[src/rtl/cpu_pkg.sv]
// rtl/cpu_pkg.sv - opcodes, ALU function codes and FSM states shared by cpu_seq_ctrl
package cpu_pkg;

  localparam logic [3:0] OP_NOP = 4'h0;
  localparam logic [3:0] OP_LDA = 4'h1;
  localparam logic [3:0] OP_LDB = 4'h2;
  localparam logic [3:0] OP_ADD = 4'h3;
  localparam logic [3:0] OP_SUB = 4'h4;
  localparam logic [3:0] OP_AND = 4'h5;
  localparam logic [3:0] OP_STA = 4'h6;
  localparam logic [3:0] OP_JMP = 4'h7;
  localparam logic [3:0] OP_JZ  = 4'h8;
  localparam logic [3:0] OP_HLT = 4'hF;

  localparam logic [1:0] ALU_ADD    = 2'd0;
  localparam logic [1:0] ALU_SUB    = 2'd1;
  localparam logic [1:0] ALU_AND    = 2'd2;
  localparam logic [1:0] ALU_PASS_A = 2'd3;

  typedef enum logic [2:0] {
    S_FETCH,
    S_DECODE,
    S_OPRD,
    S_EXEC,
    S_STORE,
    S_HALT
  } state_e;

  // Opcodes 9..E have no meaning; they raise illegal and then act as NOP.
  function automatic logic is_illegal(input logic [3:0] op);
    return (op >= 4'h9) && (op <= 4'hE);
  endfunction

endpackage

[src/rtl/cpu_seq_ctrl.sv]
// rtl/cpu_seq_ctrl.sv - multicycle fetch/decode/execute sequencer (optional CPU_SEQ_SINGLE_STEP_EN adds step input)
module cpu_seq_ctrl
  import cpu_pkg::*;
#(
  parameter int                ADDR_W   = 12,
  parameter int                DATA_W   = 16,
  parameter logic [ADDR_W-1:0] RESET_PC = '0
) (
  input  logic              clk,
  input  logic              reset,
`ifdef CPU_SEQ_SINGLE_STEP_EN
  input  logic              step,
`endif
  output logic              mem_req,
  output logic              mem_we,
  output logic [ADDR_W-1:0] mem_addr,
  input  logic              mem_ack,
  input  logic [DATA_W-1:0] mem_rdata,
  output logic              Load_A,
  output logic              Load_B,
  output logic [1:0]        alu_op,
  output logic              alu_latch,
  input  logic              alu_zero,
  output logic [ADDR_W-1:0] pc,
  output logic [DATA_W-1:0] ir,
  output logic              halted,
  output logic              illegal
);

  state_e            state_q;
  logic [ADDR_W-1:0] pc_q;
  logic [ADDR_W-1:0] addr_q;
  logic [DATA_W-1:0] ir_q;
  logic              req_q;
  logic              we_q;
  logic [1:0]        alu_op_q;
  logic              alu_latch_q;
  logic              halted_q;
  logic              illegal_q;

  logic [3:0]        opcode;
  logic [ADDR_W-1:0] ir_addr;
  logic [ADDR_W-1:0] decode_pc;
  logic              ack_seen;
  logic              fetch_go;

  // Single-step builds park in FETCH with no request until step is seen;
  // otherwise every return to FETCH pre-arms the next instruction request.
`ifdef CPU_SEQ_SINGLE_STEP_EN
  localparam logic AUTO_FETCH = 1'b0;
  assign fetch_go = step;
`else
  localparam logic AUTO_FETCH = 1'b1;
  assign fetch_go = 1'b1;
`endif

  assign opcode   = ir_q[DATA_W-1 -: 4];
  assign ir_addr  = ir_q[ADDR_W-1:0];
  assign ack_seen = req_q & mem_ack;

  // Branch target resolution: JMP always, JZ on the zero flag seen in DECODE.
  always_comb begin
    decode_pc = pc_q;
    if ((opcode == OP_JMP) || ((opcode == OP_JZ) && alu_zero)) begin
      decode_pc = ir_addr;
    end
  end

  // Operand strobes track the ack so the register captures mem_rdata at this edge;
  // a reset cycle suppresses them even if an ack is still pending.
  assign Load_A = (state_q == S_OPRD) && ack_seen && !reset && (opcode == OP_LDA);
  assign Load_B = (state_q == S_OPRD) && ack_seen && !reset && (opcode == OP_LDB);

  // Sequencer: state, PC/IR and all registered bus/ALU controls.
  always_ff @(posedge clk) begin
    if (reset) begin
      state_q     <= S_FETCH;
      pc_q        <= RESET_PC;
      ir_q        <= '0;
      req_q       <= 1'b0;
      we_q        <= 1'b0;
      addr_q      <= '0;
      alu_op_q    <= ALU_ADD;
      alu_latch_q <= 1'b0;
      halted_q    <= 1'b0;
      illegal_q   <= 1'b0;
    end else begin
      alu_latch_q <= 1'b0;
      illegal_q   <= 1'b0;
      case (state_q)
        S_FETCH: begin
          if (!req_q) begin
            if (fetch_go) begin
              req_q  <= 1'b1;
              we_q   <= 1'b0;
              addr_q <= pc_q;
            end
          end else if (mem_ack) begin
            ir_q    <= mem_rdata;
            pc_q    <= pc_q + ADDR_W'(1);
            req_q   <= 1'b0;
            state_q <= S_DECODE;
          end
        end
        S_DECODE: begin
          case (opcode)
            OP_LDA, OP_LDB: begin
              state_q <= S_OPRD;
              req_q   <= 1'b1;
              we_q    <= 1'b0;
              addr_q  <= ir_addr;
            end
            OP_ADD: begin
              state_q     <= S_EXEC;
              alu_op_q    <= ALU_ADD;
              alu_latch_q <= 1'b1;
            end
            OP_SUB: begin
              state_q     <= S_EXEC;
              alu_op_q    <= ALU_SUB;
              alu_latch_q <= 1'b1;
            end
            OP_AND: begin
              state_q     <= S_EXEC;
              alu_op_q    <= ALU_AND;
              alu_latch_q <= 1'b1;
            end
            OP_STA: begin
              state_q  <= S_STORE;
              req_q    <= 1'b1;
              we_q     <= 1'b1;
              addr_q   <= ir_addr;
              alu_op_q <= ALU_PASS_A;
            end
            OP_HLT: begin
              state_q  <= S_HALT;
              halted_q <= 1'b1;
            end
            default: begin
              // NOP, JMP, JZ and illegal opcodes all go straight back to FETCH.
              illegal_q <= is_illegal(opcode);
              pc_q      <= decode_pc;
              state_q   <= S_FETCH;
              req_q     <= AUTO_FETCH;
              we_q      <= 1'b0;
              addr_q    <= decode_pc;
            end
          endcase
        end
        S_OPRD, S_STORE: begin
          if (ack_seen) begin
            state_q <= S_FETCH;
            req_q   <= AUTO_FETCH;
            we_q    <= 1'b0;
            addr_q  <= pc_q;
          end
        end
        S_EXEC: begin
          state_q <= S_FETCH;
          req_q   <= AUTO_FETCH;
          we_q    <= 1'b0;
          addr_q  <= pc_q;
        end
        S_HALT: begin
          state_q <= S_HALT;
        end
        default: begin
          state_q <= S_FETCH;
          req_q   <= 1'b0;
        end
      endcase
    end
  end

  assign mem_req   = req_q;
  assign mem_we    = we_q;
  assign mem_addr  = addr_q;
  assign alu_op    = alu_op_q;
  assign alu_latch = alu_latch_q;
  assign pc        = pc_q;
  assign ir        = ir_q;
  assign halted    = halted_q;
  assign illegal   = illegal_q;

endmodule

[config.mk]
export PLATFORM = sky130hd
export DESIGN_NAME = cpu_seq_ctrl
export DESIGN_NICKNAME = d
export VERILOG_FILES = /design/src/rtl/cpu_pkg.sv /design/src/rtl/cpu_seq_ctrl.sv
export SDC_FILE = /design/constraint.sdc
export NUM_CORES = 1
export LEC_CHECK = 0
export BUFFER_PORTS_ARGS = -buffer_cell sky130_fd_sc_hd__buf_4
export CAP_MARGIN = 20
export CORE_MARGIN = 8
export CORE_UTILIZATION = 50
export CTS_CLUSTER_SIZE = 28
export DETAILED_ROUTE_END_ITERATION = 10
export PLACE_DENSITY = 0.78
export SYNTH_ARGS = -nofsm -noshare
export SYNTH_HDL_FRONTEND = slang
export SYNTH_SLANG_ARGS = --single-unit
[constraint.sdc]
create_clock -name clk -period 3.5 [get_ports clk]
set_input_delay 0.35 -clock clk [delete_from_list [all_inputs] [get_ports clk]]
set_output_delay 0.35 -clock clk [all_outputs]
set_load 0.01 [all_outputs]
==> impl_results.md <==
* First-pass GRT wire length at 12800 um
* Max-cap violations at 0
* HP Start: mem_rdata[14]
* Hold EP: ir[14]
* Initial DRC count at 164
* CTS Hold Bufs at 0
* Fin. Hold Viols at 0
* Final ANT Viol Nets at 0
* Synth cell count leaders: 50 x dfxtp_1, 48 x nand2_1, 47 x a21oi_1
* P_sw at 0.000356 W
* Fin nets at 398
* Sequential share of power at 50.1%
* Compound-cell area share of the yosys netlist at 27.7%
* Worst slew margin at between 40% and 50%
* Synth top area share at 36.5%
* CTS root buffer: clkbuf_8
* Ant. Diodes at 0
* Critical Path RT at 3670 ps
* Synth Area in Adders at less than 1%
* Cells after Synth at 324
* Worst Slack Setup Final at 1070 ps
* Time the worst path needs with I/O delays and setup at ~2400 ps
* Register area share after synthesis at 36.5%
* Mapped Nets at 345
* Lkg Pwr at roughly 1.3 nW
* Die width at ~90 um
* Die Span Y at 90.1 um
* Worst setup EP type: register
* Clk buf depth at 2
* Top Ports at 69
* Total track usage at a little under a fifth
* R2R Path Start: ir[15]
* Remaining DRCs at 0
* Period utilization at between 60% and 70%
* Worst R2R Path Depth at 5
* Crit path launch type: register
* Fraction of layout cells with a size suffix above 1 at 25.9%
* Simple-gate area share of the yosys netlist at 20.7%
* # port buffers at 68
* Switching Fraction at ~28%
* CTS sink cnt at 50
* Layout Area Growth over Synthesis at 21.6%
* Setup TNS at 0 ps
* CTS tree: yes
* WHS Path Cells at 3
* Cts repair resizes at 0
* Postcts setup bufs at 0
* Main combinational cell family by area after synthesis: compound AO/OA/AOI/OAI gates
* Final setup violation count at 0
* Synth top area cells: dfxtp_1 36%, a21oi_1 8.6%, nand2_1 6.6%, mux2i_1 5.1%, o31ai_1 4.1%
* Pin count of the biggest net entering global routing at 35
* Worst IR drop on VDD at 0.340 mV
* Core Area at 5410 um2
* Fmax at around 410 MHz
* Detailed Route WL at 7690 um
* P_int at roughly 0.00092 W
* Critical path class: reg2reg
* Mux cell area share after synthesis at a little under 7%
* Gr ovfl total at 0
* Reg-to-reg slack, setup at 1070 ps
* Top_reg_cell synth: dfxtp_1
* Clock Latency Late Sink at 300 ps
* DRT Pass-1 Iters at 5
* Vias/cell at between 5 and 6
* Syn avg cell area at around 8.5 um2
* Crit path max fanout at 19
* H-tree depth at 2
* TritonCTS Buffers at 5
* Worst R2R End: mem_addr[10]
* Status: completed
* # rows at 27
* Worst hold path class: in2reg
* PD cells at 381 nW/um2
* Number of enable flip-flop cells after synthesis at 0
* Gp weighted congestion at around 0.87
* Most numerous cell in the Yosys netlist: dfxtp_1
* Reg clk slew, reported paths at 100 ps
* Post-Synth XOR/XNOR Area at 0.638%
* Cell accounting for the most synthesized area: dfxtp_1
* Async SR Flop Fraction at 0%
* Design area at 3340 um2
* Synth unique cells at 68
* Vias in the first global route at ~2600
* #FFs+latches synth at 50
* Vias at 2588
* FILL cells at 483
* Power, Total at 0.00127 W
* Final Max Slew Viols at 0
* Critical path arrival at around 2600 ps
* Post-DP HPWL at about 5300 um
* Yosys warning count at 0
* Pre-CTS WS at 1090 ps
* Antenna violations before repair at 0
* Logic gate share of total power at 17.9%
* Die ar. at a little over 8000 um2
* Initial Utilization at 50.8%
* Synthesized area at 2750 um2
* Avg WL per Cell at 17.1 um
* RSZ-0062 raised after global routing: no
* Final Skew at 9.12 ps
* DP Area at 3230 um2
* Tightest Pin Transition at 830 ps
* Hold slack at 284 ps
* Clk pwr share at 32.0%
cell families after synthesis:
group / count (synthesis)
simple gates: 110
compound gates: 109
flops: 50
buf+inv: 34
mux: 18
xor+xnor: 2
fa+ha+maj: 1
sequential cells by signal, summed over array words and instances (netlist names):
signal / flops
alu_latch: 1
alu_op: 2
halted: 1
illegal: 1
ir: 16
mem_addr: 12
mem_req: 1
mem_we: 1
pc: 12
state_q: 3
power by group through the flow:
stage	clock, W	sequential [W]	combinational [W]
floorplan	0	0.000648	0.000134
global placement	0	0.000650	0.000223
detailed placement	0	0.000650	0.000228
CTS	0.000409	0.000637	0.000229
global route	0.000436	0.000643	0.000248
finish	0.000407	0.000638	0.000227
layout make-up:
cell class	instances	area (um2)	share of cell area (%)
multi-input cells	240	1560	46.8
well taps	72	90.1	2.70
flip-flops and latches	50	1000	30.0
repair buffers	74	556	16.6
clock inverters	1	30.0	0.900
inverters	6	22.5	0.675
clock buffers	7	76.3	2.29
worst max path at each step:
stage,startpoint,to,slack [ps],depth (start not counted)
floorplan,ir[15],mem_addr[3],1760,7
global placement,ir[15],mem_addr[8],1160,5
detailed placement,state_q[0],mem_addr[7],1090,5
CTS,state_q[0],mem_addr[10],1090,5
global route,state_q[0],mem_addr[8],960,5
finish,ir[15],mem_addr[10],1070,5
placed cells by master, fill, tap and decap left out, types with 3 or more instances in the layout:
cell type	synthesis	routed
nor4_1	5	5
nand2_1	48	48
mux2i_1	14	14
nor2b_1	4	4
o21ai_0	7	7
buf_4	2	74
a211oi_1	3	3
clkbuf_8	0	5
nor3_1	6	6
inv_1	4	4
a31oi_1	3	3
a21oi_1	47	47
o21ai_1	5	5
o31ai_1	15	15
dfxtp_1	50	50
nor2_1	14	14
a311oi_1	4	4
nand3_1	7	7
and2_1	3	3
and3_1	4	4
metrics by stage:
stage,cells,utilization [%]
after floorplan,324,-
after CTS,450,61.7
after global routing,450,61.7
after detailed placement,442,59.8
final,450,61.7
after global placement,442,59.8
per-layer routing:
metal | vias to the layer above | global-route usage [%] | share of wire, %
li1 | 1293 | - | -
met1 | 1200 | 23.4 | 44
met2 | 83 | 29.8 | 47
met3 | 12 | 4.99 | 7.2
met4 | 0 | 5.83 | 1.4
met5 | - | 0 | 0
worst max-delay path, stage by stage (launching register included):
cell	delay [ps]
dfxtp_1	780
nand3b_4	160
mux2_4	310
o32ai_4	690
mux2i_1	260
a21oi_1	90
Power figures use the tool's default switching activity.
